**src/rtl/sw_conditioner.sv**
```systemverilog
// Slide-switch / push-button conditioner: two-flop synchroniser, per-bit
// stability-counter debounce, clean level plus one-cycle rise/fall/any pulses.
module sw_conditioner #(
  parameter int WIDTH           = 4,
  parameter int DEBOUNCE_CYCLES = 1000000,
  parameter int CNT_W           = 20
) (
  input  logic             clk,
  input  logic             rst,
  input  logic [WIDTH-1:0] sw_raw,
  output logic [WIDTH-1:0] sw_level,
  output logic [WIDTH-1:0] sw_rise,
  output logic [WIDTH-1:0] sw_fall,
  output logic             sw_any,
  output logic [WIDTH-1:0] dbg_pending
);

  typedef enum logic {
    ST_STABLE  = 1'b0,
    ST_PENDING = 1'b1
  } state_e;

  localparam logic [CNT_W-1:0] CNT_LAST = CNT_W'(DEBOUNCE_CYCLES - 1);

  logic [WIDTH-1:0] sync1_q, sync2_q;
  logic [WIDTH-1:0] level_q, level_d;
  logic [WIDTH-1:0] rise_q, rise_d;
  logic [WIDTH-1:0] fall_q, fall_d;
  logic             any_q, any_d;
  state_e           state_q [WIDTH];
  state_e           state_d [WIDTH];
  logic [CNT_W-1:0] cnt_q   [WIDTH];
  logic [CNT_W-1:0] cnt_d   [WIDTH];

  always_ff @(posedge clk) begin
    if (rst) begin
      sync1_q <= '0;
      sync2_q <= '0;
      level_q <= '0;
      rise_q  <= '0;
      fall_q  <= '0;
      any_q   <= 1'b0;
      for (int i = 0; i < WIDTH; i++) begin
        state_q[i] <= ST_STABLE;
        cnt_q[i]   <= '0;
      end
    end else begin
      sync1_q <= sw_raw;
      sync2_q <= sync1_q;
      level_q <= level_d;
      rise_q  <= rise_d;
      fall_q  <= fall_d;
      any_q   <= any_d;
      for (int i = 0; i < WIDTH; i++) begin
        state_q[i] <= state_d[i];
        cnt_q[i]   <= cnt_d[i];
      end
    end
  end

  // A change is accepted only after DEBOUNCE_CYCLES consecutive mismatching
  // synchronised samples; any match in between restarts from STABLE.
  always_comb begin
    level_d = level_q;
    rise_d  = '0;
    fall_d  = '0;
    for (int i = 0; i < WIDTH; i++) begin
      state_d[i] = state_q[i];
      cnt_d[i]   = cnt_q[i];
      case (state_q[i])
        ST_STABLE: begin
          if (sync2_q[i] != level_q[i]) begin
            state_d[i] = ST_PENDING;
            cnt_d[i]   = CNT_W'(1);
          end else begin
            cnt_d[i] = '0;
          end
        end
        ST_PENDING: begin
          if (sync2_q[i] == level_q[i]) begin
            state_d[i] = ST_STABLE;
            cnt_d[i]   = '0;
          end else if (cnt_q[i] == CNT_LAST) begin
            level_d[i] = sync2_q[i];
            rise_d[i]  = sync2_q[i];
            fall_d[i]  = ~sync2_q[i];
            state_d[i] = ST_STABLE;
            cnt_d[i]   = '0;
          end else begin
            cnt_d[i] = cnt_q[i] + CNT_W'(1);
          end
        end
        default: begin
          state_d[i] = ST_STABLE;
          cnt_d[i]   = '0;
        end
      endcase
    end
    any_d = |{rise_d, fall_d};
  end

  always_comb begin
    dbg_pending = '0;
    for (int i = 0; i < WIDTH; i++) begin
      dbg_pending[i] = (state_q[i] == ST_PENDING);
    end
  end

  assign sw_level = level_q;
  assign sw_rise  = rise_q;
  assign sw_fall  = fall_q;
  assign sw_any   = any_q;

endmodule

```
**config.mk**
```make
export PLATFORM = sky130hd
export DESIGN_NAME = sw_conditioner
export DESIGN_NICKNAME = d
export VERILOG_FILES = /design/src/rtl/sw_conditioner.sv
export SDC_FILE = /design/constraint.sdc
export NUM_CORES = 1
export LEC_CHECK = 0
export ABC_AREA = 1
export BUFFER_PORTS_ARGS = -buffer_cell sky130_fd_sc_hd__buf_2
export CAP_MARGIN = 20
export CELL_PAD_IN_SITES_DETAIL_PLACEMENT = 1
export CELL_PAD_IN_SITES_GLOBAL_PLACEMENT = 1
export CORE_MARGIN = 2
export CORE_UTILIZATION = 43
export CTS_CLUSTER_SIZE = 24
export DETAILED_ROUTE_END_ITERATION = 12
export GPL_ROUTABILITY_DRIVEN = 0
export PLACE_DENSITY = 0.81
export SLEW_MARGIN = 40
export SYNTH_ARGS = -nofsm -noshare
export SYNTH_HDL_FRONTEND = slang
export SYNTH_SLANG_ARGS = --single-unit
```
**constraint.sdc**
```tcl
create_clock -name clk -period 1.9 [get_ports clk]
set_input_delay 0.475 -clock clk [delete_from_list [all_inputs] [get_ports clk]]
set_output_delay 0.475 -clock clk [all_outputs]
set_load 0.02 [all_outputs]
```
==> flow_metrics.env, run 1 <==
export IMPL_leakage_nw=2.193
export IMPL_rrSetupSlack_ns=0.17
export IMPL_syn_num_nets=714
export IMPL_drc=0
export IMPL_die_y_um=113.5
export IMPL_htreeDepth=3
export IMPL_cp_num_cells=7
export IMPL_synth_area_per_cell_um2=7.319
export IMPL_ir_worst_vdd_mv=0.5075
export IMPL_cts_buffers_inserted=9
export IMPL_syn2layout_area_growth_pct=10.49
export IMPL_final_cell_mix="nand2_1 (147), dfxtp_1 (105), nor2_1 (99)"
export IMPL_vias=4493
export IMPL_synthesis_area_mm2=0.005152
export IMPL_final_design_area_no_fill_mm2=0.005693
export IMPL_core_area_mm2=0.01156
export IMPL_cts_root_buf="clkbuf_16"
export IMPL_clock_skew_ns=0.005814
export IMPL_rsz0062_at_grt="false"
export IMPL_grt_overflow=0
export IMPL_cpPeakStageDelay_ns=0.43
export IMPL_cts_sinks=105
export IMPL_synth_edff_count=0
export IMPL_die_area_mm2=0.01287
export IMPL_critPathBufInv=1
export IMPL_die_w_um=113.5
export IMPL_post_drt_via_cell_ratio=5.123
export IMPL_fin_util_pct=49.23
export IMPL_cp_required_ns=2.14
export IMPL_crit_end="cnt_q[1][6]$_SDFF_PP0_"
export IMPL_fillers=1491
export IMPL_synth_adder_area_share_pct=0.9713
export IMPL_cp_cell_sequence="ha_2, nand3_4, nor2_8, nand2_1, nand2_2, buf_4, nor2_1"
export IMPL_worstReg2RegEnd="cnt_q[1][6]$_SDFF_PP0_"
export IMPL_worstPathArrival_ns=1.97
export IMPL_fin_crit_sh_pct=91.08
export IMPL_reg2reg_depth=7
export IMPL_hp_class="in -> reg"
export IMPL_insertion_delay_ns=0.35
export IMPL_crit_fanout=9
export IMPL_io_pins=23
export IMPL_drt_iter0_markers=184
export IMPL_period_minus_slack_ns=1.731
export IMPL_yosysUniqueCellTypes=46
export IMPL_final_max_slew_viol_count=0
export IMPL_path_clk_slew_ns=0.07
export IMPL_holdBufCountCts=0
export IMPL_fmax_ghz=0.5779
export IMPL_final_setup_tns_ns=0
export IMPL_antenna_found_initial=0
export IMPL_core_rowCount=39
export IMPL_finalNonFillerCells=877
export IMPL_start_kind="register"
export IMPL_critPathTopFamily="simple AND/OR/NAND/NOR gates"
export IMPL_grt_total_usage_pct=20.36
export IMPL_synthArstFlopShare_pct=0
export IMPL_startpoint="cnt_q[1][0]$_SDFF_PP0_"
export IMPL_mostFrequentLayoutCell="nand2_1"
export IMPL_slew_headroom_pct=74.06
export IMPL_p_total_mw=4.186
export IMPL_ant_nets=0
export IMPL_synthSimpleGateAreaFrac_pct=38.25
export IMPL_drive_gt1_share_pct=14.71
export IMPL_synth_top_family_by_area="simple AND/OR/NAND/NOR gates"
export IMPL_grt_pass1_wl_mm=21.05
export IMPL_synth_compound_area_share_pct=6.289
export IMPL_start_util_pct=44.55
export IMPL_status="finished clean"
export IMPL_ys_flop_type="dfxtp_1"
export IMPL_dr_pass1_iters=4
export IMPL_critPathKind="reg -> reg"
export IMPL_fin_nets=741
export IMPL_synth_seq_area_share_pct=40.80
export IMPL_dpl_instance_area_mm2=0.005395
export IMPL_power_density_mw_per_mm2=735.2
export IMPL_ys_ff_latch=105
export IMPL_grt_max_degree=20
export IMPL_syn_inst=704
export IMPL_crit_slowest_cell="dfxtp_1"
export IMPL_clk_path_buf_depth=2
export IMPL_antenna_cells=0
export IMPL_drt_wl_total_mm=12.38
export IMPL_tightest_slew_ns=0.3856
export IMPL_finalHoldViolations=0
export IMPL_port_buffers=22
export IMPL_synth_warnings=0
export IMPL_dpl_cell_count=863
export IMPL_synth_xor_area_share_pct=4.420
export IMPL_tritoncts="built"
export IMPL_grt_pass1_vias=4475
export IMPL_wl_per_cell_um=14.11
export IMPL_synth_mux_area_share_pct=0
export IMPL_end_kind="register"
export IMPL_maxCapViolCount=0
export IMPL_r2r_start="cnt_q[1][0]$_SDFF_PP0_"
export IMPL_dp_hpwl_mm=9.344
export IMPL_finalSetupViolCount=0
how the worst min path moves through the flow:
| stage | slack (ns) | cells after the start | startpoint | to |
|---|---|---|---|---|
| floorplan | 0.39 | 2 | sync1_q[0]$_SDFF_PP0_ | sync2_q[0]$_SDFF_PP0_ |
| global placement | 0.39 | 2 | sync1_q[1]$_SDFF_PP0_ | sync2_q[1]$_SDFF_PP0_ |
| detailed placement | 0.40 | 2 | sync1_q[1]$_SDFF_PP0_ | sync2_q[1]$_SDFF_PP0_ |
| CTS | 0.32 | 3 | sw_raw[2] | sync1_q[2]$_SDFF_PP0_ |
| global route | 0.33 | 3 | sw_raw[2] | sync1_q[2]$_SDFF_PP0_ |
| finish | 0.32 | 3 | sw_raw[2] | sync1_q[2]$_SDFF_PP0_ |
registers in the layout, summed over array words and instances, names as in the netlist:
name      flops
cnt_q        80
state_q       4
sw_any        1
sw_fall       4
sw_level      4
sw_rise       4
sync1_q       4
sync2_q       4
power breakdown:
| part | internal (mW) | switching (mW) | total, mW |
|---|---|---|---|
| clock | 1.08 | 0.824 | 1.91 |
| sequential | 2.21 | 0.00973 | 2.22 |
| combinational | 0.0197 | 0.0371 | 0.0568 |
kinds of logic (layout without fill, tap and decap cells):
kind of cell | count (synthesis) | in the layout
buffers and inverters | 117 | 147
flip-flops | 105 | 105
AO/OA/AOI/OAI | 57 | 57
XOR/XNOR | 26 | 26
adder cells (fa/ha/maj) | 4 | 4
AND/OR/NAND/NOR | 395 | 395
Yosys cell counts, types with 5 or more instances:
| master | instances | area share, % |
|---|---|---|
| nor3_2 | 10 | 1.9 |
| nor2_1 | 99 | 7.2 |
| buf_4 | 6 | 0.87 |
| a21oi_1 | 31 | 3.0 |
| nand4_1 | 20 | 2.4 |
| o21ai_1 | 5 | 0.49 |
| nor2_2 | 9 | 1.1 |
| nand3_1 | 40 | 3.9 |
| o21ai_0 | 7 | 0.68 |
| inv_1 | 91 | 6.6 |
| nor2_4 | 5 | 1.1 |
| xor2_1 | 18 | 3.1 |
| nand2_2 | 6 | 0.73 |
| inv_2 | 16 | 1.2 |
| xnor2_1 | 8 | 1.4 |
| dfxtp_1 | 105 | 41 |
| nor3_1 | 21 | 2.0 |
| nand2_1 | 147 | 11 |
cell type report:
| class | count | area (um2) | area share (%) |
|---|---|---|---|
| Clock buffer | 12 | 256.5 | 4.505 |
| Clock inverter | 2 | 38.79 | 0.6813 |
| Inverter | 107 | 401.6 | 7.055 |
| Multi-Input combinational cell | 482 | 2575 | 45.23 |
| Sequential cell | 105 | 2102 | 36.92 |
| Tap cell | 143 | 178.9 | 3.143 |
| Timing Repair Buffer | 26 | 140.1 | 2.462 |
timing repair:
item | 4_1_cts | 5_1_grt
resized for setup | 0 | 1
setup endpoints to repair | 0 | 9
buffers inserted | 0 | 0
per-layer routing:
layer  GRT usage [%]  part of all wire [%]
met2           35.09                    49
met5               0                     0
met4           5.854                   1.6
met1           25.29                    47
met3           5.101                   2.6
stage by stage:
stage                     hold slack, ns  setup WS [ns]
after floorplan                   0.3883         0.3918
after global placement            0.3928         0.2150
after detailed placement          0.4005         0.1374
after CTS                         0.3183         0.1235
after global routing              0.3274        0.01627
final                             0.3220         0.1694
tightest hold or removal path, delay by kind of cell:
kind	cells	cell delay (ns)
buf+inv	2	0.11
simple gates	1	0.06
Note: power is estimated with default switching activity, not from simulation.
==> run 2: changes to the inputs <==
- ABC_AREA: 1 -> unset
- PLACE_DENSITY: 0.81 -> 0.78
==> flow_metrics.env, run 2 <==
export IMPL_status="finished clean"
export IMPL_die_y_um=107.4
export IMPL_dr_pass1_iters=4
export IMPL_final_design_area_no_fill_mm2=0.005373
export IMPL_drt_iter0_markers=131
export IMPL_timing_hold_ws_ns=0.3115
export IMPL_synth_most_common_cell="dfxtp_1"
export IMPL_cts_buffers_inserted=9
export IMPL_crit_slowest_cell="or4_1"
export IMPL_antenna_found_initial=0
export IMPL_antenna_cells=0
export IMPL_fin_util_pct=51.81
export IMPL_cp_cell_sequence="buf_4, and4_1, nand4_1, buf_4, buf_4, or4_1, a21oi_1"
export IMPL_core_rowCount=37
export IMPL_period_minus_slack_ns=1.872
export IMPL_cpPeakStageDelay_ns=0.50
export IMPL_fillers=1250
export IMPL_leakage_nw=1.787
export IMPL_critPathTopFamily="simple AND/OR/NAND/NOR gates"
export IMPL_fin_crit_sh_pct=98.55
export IMPL_yosysUniqueCellTypes=49
export IMPL_ant_nets=0
export IMPL_clk_path_buf_depth=2
export IMPL_ys_ff_latch=105
export IMPL_place_ws_ns=-0.07924
export IMPL_insertion_delay_ns=0.38
export IMPL_ys_flop_type="dfxtp_1"
export IMPL_synthesis_area_mm2=0.004601
export IMPL_tritoncts="built"
export IMPL_ir_worst_vdd_mv=0.4159
export IMPL_hp_class="in -> reg"
export IMPL_synth_top_area_cell="dfxtp_1"
export IMPL_synthTopCellsByCount="dfxtp_1 (105), nor2_1 (54), a21oi_1 (32)"
export IMPL_p_comb_share_pct=1.4
export IMPL_synth_top_area_share_pct=45.69
export IMPL_setup_ws_ns=0.02759
export IMPL_slew_headroom_pct=71.75
export IMPL_wl_per_cell_um=15.59
export IMPL_dpl_instance_area_mm2=0.005109
export IMPL_finalSetupViolCount=0
export IMPL_dp_hpwl_mm=8.152
export IMPL_fin_nets=582
export IMPL_critPathKind="reg -> reg"
export IMPL_start_util_pct=44.37
export IMPL_synth_seq_area_share_pct=45.69
export IMPL_synth_edff_count=0
export IMPL_holdBufCountCts=0
export IMPL_drive_gt1_share_pct=17.71
export IMPL_largest_register_ffs=80
export IMPL_maxCapViolCount=0
export IMPL_die_w_um=107.4
export IMPL_grt_overflow=0
export IMPL_rsz0062_at_grt="true"
export IMPL_grt_max_degree=20
export IMPL_synth_area_per_cell_um2=8.899
export IMPL_grt_total_usage_pct=20.56
export IMPL_top_register="cnt_q"
export IMPL_tightest_slew_ns=0.4178
export IMPL_drt_wl_total_mm=11.10
export IMPL_vias=3951
export IMPL_p_clk_share_pct=38.4
export IMPL_synthTopCellsByArea="dfxtp_1 (46%), xor2_1 (5.9%), nor2_1 (4.4%), nand4_1 (4.2%), xnor2_1 (3.6%)"
export IMPL_power_density_mw_per_mm2=686.3
export IMPL_htreeDepth=3
export IMPL_cts_root_buf="clkbuf_8"
export IMPL_drc=0
export IMPL_critPathBufInv=3
export IMPL_io_pins=23
export IMPL_syn_num_nets=527
export IMPL_final_max_slew_viol_count=0
export IMPL_worstPathArrival_ns=2.19
export IMPL_final_cell_mix="dfxtp_1 (101), nor2_1 (54), buf_4 (42)"
export IMPL_clock_skew_ns=0.01185
export IMPL_grt_pass1_wl_mm=18.93
export IMPL_syn_inst=517
export IMPL_p_sw_share_pct=21.11
export IMPL_fmax_ghz=0.5341
export IMPL_syn2layout_area_growth_pct=16.78
export IMPL_port_buffers=22
export IMPL_finalHoldViolations=0
export IMPL_die_area_mm2=0.01154
export IMPL_critPathMostFrequentCell="buf_4"
export IMPL_synthArstFlopShare_pct=0
export IMPL_p_int_mw=2.909
export IMPL_path_clk_slew_ns=0.10
export IMPL_switchingPower_mw=0.7783
export IMPL_end_kind="register"
export IMPL_grt_pass1_vias=4074
export IMPL_core_area_mm2=0.01037
export IMPL_p_seq_share_pct=60.2
export IMPL_synth_warnings=0
export IMPL_mostFrequentLayoutCell="dfxtp_1"
export IMPL_rrSetupSlack_ns=0.03
export IMPL_post_drt_via_cell_ratio=5.549
export IMPL_crit_fanout=7
export IMPL_cts_sinks=105
export IMPL_start_kind="register"
export IMPL_cp_required_ns=2.22
## run 2: changes by cell type after synthesis, moves of 13 or more
cell,previous run,this run
nand3_1,40,27
or3_1,0,14
inv_1,91,17
clkbuf_1,0,13
nor2_1,99,54
xor2_1,18,31
inv_2,16,0
or4_1,0,13
nand2_1,147,28
## run 2: layer usage
layer,track usage [%],up-vias,wire length (um)
met5,0,-,0
met4,5.678,0,159
met3,6.719,13,470
met2,36.17,51,5637
met1,23.93,1928,4836
li1,-,1959,-
## run 2: logic make-up after synthesis
logic type / share of synthesized area, %
AO/OA/AOI/OAI: 10.44
XOR/XNOR: 9.519
adder cells (fa/ha/maj): 1.088
buffers and inverters: 3.916
flip-flops: 45.69
AND/OR/NAND/NOR: 29.34
## run 2: area by class of cell
type / instances / area [um2] / share of cell area [%]
clock inverters: 2 / 37.54 / 0.6986
flip-flops and latches: 105 / 2107 / 39.22
inverters: 17 / 63.81 / 1.188
repair buffers: 67 / 476.7 / 8.873
clock buffers: 13 / 158.9 / 2.958
well taps: 136 / 170.2 / 3.167
multi-input cells: 372 / 2359 / 43.90
## run 2: power by group through the flow
stage	combinational, mW	clock [mW]	sequential, mW
3_3_place_gp	0.0479	0	2.27
5_1_grt	0.0575	1.55	2.22
6_report	0.0510	1.41	2.22
4_1_cts	0.0510	1.47	2.22
3_5_place_dp	0.0504	0	2.27
2_1_floorplan	0.0327	0	2.27
## run 2: final timing paths
| check | to | startpoint | cells past startpoint |
|---|---|---|---|
| hold / removal | sync1_q[0]$_SDFF_PP0_ | sw_raw[0] | 2 |
| setup reg to reg | cnt_q[0][15]$_SDFF_PP0_ | cnt_q[0][7]$_SDFF_PP0_ | 7 |
| setup / recovery | cnt_q[0][15]$_SDFF_PP0_ | cnt_q[0][7]$_SDFF_PP0_ | 7 |
| hold reg to reg | sync2_q[2]$_SDFF_PP0_ | sync1_q[2]$_SDFF_PP0_ | 1 |
## run 2: timing repair
action | in CTS | in global routing
setup endpoints to repair | 23 | 7
buffers inserted | 0 | 3
resized for setup | 3 | 9
hold endpoints to repair | 0 | 0
## run 2: per-stage QoR
step                TNS [ns]  cells  power, mW
floorplan                  0    517      2.303
global placement           0    694      2.320
detailed placement   -0.1910    694      2.323
CTS                        0    709      3.741
global route         -0.1834    712      3.828
finish                     0    712      3.687
==> run 3: changes to the inputs <==
==> constraint.sdc (replaced) <==
create_clock -name clk -period 1.9 [get_ports clk]
set_input_delay 0.38 -clock clk [delete_from_list [all_inputs] [get_ports clk]]
set_output_delay 0.38 -clock clk [all_outputs]
set_load 0.02 [all_outputs]
==> flow_metrics.env, run 3 (synthesis results as in run 2) <==
export IMPL_maxCapViolCount=0
export IMPL_leakage_nw=1.801
export IMPL_final_setup_tns_ns=0
export IMPL_rsz0062_at_grt="true"
export IMPL_power_density_mw_per_mm2=706.2
export IMPL_vias=3897
export IMPL_start_kind="register"
export IMPL_drive_gt1_share_pct=18.37
export IMPL_drc=0
export IMPL_period_minus_slack_ns=1.867
export IMPL_grt_max_degree=20
export IMPL_fin_nets=582
export IMPL_status="finished clean"
export IMPL_cp_required_ns=2.22
export IMPL_die_w_um=107.4
export IMPL_timing_hold_ws_ns=0.2253
export IMPL_mostFrequentLayoutCell="dfxtp_1"
export IMPL_final_max_slew_viol_count=0
export IMPL_antenna_found_initial=1
export IMPL_tightest_slew_ns=0.5178
export IMPL_cts_root_buf="clkbuf_8"
export IMPL_dp_hpwl_mm=7.923
export IMPL_port_buffers=22
export IMPL_ir_worst_vdd_mv=0.6196
export IMPL_worstPathArrival_ns=2.19
export IMPL_dpl_instance_area_mm2=0.005114
export IMPL_dpl_cell_count=693
export IMPL_io_pins=23
export IMPL_antenna_cells=0
export IMPL_finalNonFillerCells=713
export IMPL_fin_crit_sh_pct=98.27
export IMPL_end_kind="register"
export IMPL_clk_path_buf_depth=2
export IMPL_insertion_delay_ns=0.39
export IMPL_largest_register_ffs=80
export IMPL_core_area_mm2=0.01037
export IMPL_holdBufCountCts=0
export IMPL_hold_depth=2
export IMPL_syn2layout_area_growth_pct=17.32
export IMPL_final_cell_mix="dfxtp_1 (102), nor2_1 (54), buf_4 (42)"
export IMPL_die_y_um=107.4
export IMPL_grt_overflow=0
export IMPL_ant_nets=0
export IMPL_start_util_pct=44.37
export IMPL_drt_iter0_markers=128
export IMPL_top_register="cnt_q"
export IMPL_rrSetupSlack_ns=0.03
export IMPL_grt_total_usage_pct=20.77
export IMPL_final_design_area_no_fill_mm2=0.005398
export IMPL_clock_skew_ns=0.009586
export IMPL_tritoncts="built"
export IMPL_path_clk_slew_ns=0.09
export IMPL_core_rowCount=37
export IMPL_wl_per_cell_um=15.65
export IMPL_die_area_mm2=0.01154
export IMPL_hp_class="in -> reg"
export IMPL_fmax_ghz=0.5356
export IMPL_fillers=1250
export IMPL_reg2reg_depth=4
export IMPL_cts_buffers_inserted=9
export IMPL_critPathKind="reg -> reg"
export IMPL_finalHoldViolations=0
export IMPL_drt_wl_total_mm=11.16
export IMPL_crit_fanout=5
export IMPL_grt_pass1_vias=4124
export IMPL_post_drt_via_cell_ratio=5.466
export IMPL_grt_pass1_wl_mm=19.04
export IMPL_dr_pass1_iters=4
export IMPL_htreeDepth=3
export IMPL_finalSetupViolCount=0
export IMPL_cts_sinks=105
export IMPL_slew_headroom_pct=65.00
## run 3: changes by cell type in the layout (fill, tap and decap cells not counted), sizes merged
cell,previous run,this run
clkbuf,13,9
clkinv,0,2
bufinv,1,2
clkinvlp,1,2
inv,17,18
## run 3: power by group
group	leakage [nW]	total, mW	switching, mW	internal (mW)
logic	0.847	0.0485	0.0287	0.0198
registers	0.849	2.22	0.0102	2.21
clock network	0.106	1.54	0.800	0.742
## run 3: worst paths after layout
path	from	endpoint
max reg2reg	cnt_q[1][19]$_SDFF_PP0_	sw_level[1]$_SDFFE_PP0P_
min reg2reg	sync1_q[2]$_SDFF_PP0_	sync2_q[2]$_SDFF_PP0_
min	sw_raw[2]	sync1_q[2]$_SDFF_PP0_
max	cnt_q[1][19]$_SDFF_PP0_	sw_level[1]$_SDFFE_PP0P_
## run 3: timing repair
| item | CTS | global route |
|---|---|---|
| setup endpoints to repair | 24 | 13 |
| buffers inserted | 3 | 1 |
| endpoints found under the hold margin | 0 | 0 |
| resized for setup | 2 | 8 |
| pin swaps | 1 | 0 |
## run 3: critical path, cell delays in order, from the launching register on
cell and delay (ns):
dfxtp_2 0.35, or3b_1 0.36, or4_4 0.48, or4_1 0.49
a21oi_1 0.13
## run 3: through the flow
stage | setup WS (ns) | utilization, % | total power, mW
5_1_grt | -0.02815 | 52.05 | 3.948
3_5_place_dp | -0.04554 | 49.31 | 2.321
2_1_floorplan | 0.0002116 | - | 2.303
4_1_cts | 0.01538 | 51.70 | 3.862
6_report | 0.03296 | 52.05 | 3.812
3_3_place_gp | 0.02445 | 49.31 | 2.319
## run 3: metal layers
metal | global-route usage (%) | wire [um]
met1 | 24.92 | 5163
met4 | 6.044 | 125
met2 | 35.58 | 5499
met3 | 6.659 | 358
met5 | 0 | 13
## run 3: cell type report
type                       count  area (um2)  area share [%]
inverter                      17       63.81           1.182
tap                          136       170.2           3.153
clock buffer                   9       123.9           2.295
timing repair buffer          67       485.5           8.994
clock inverter                 7       93.84           1.739
multi-input combinational    372        2355           43.63
sequential                   105        2106           39.01
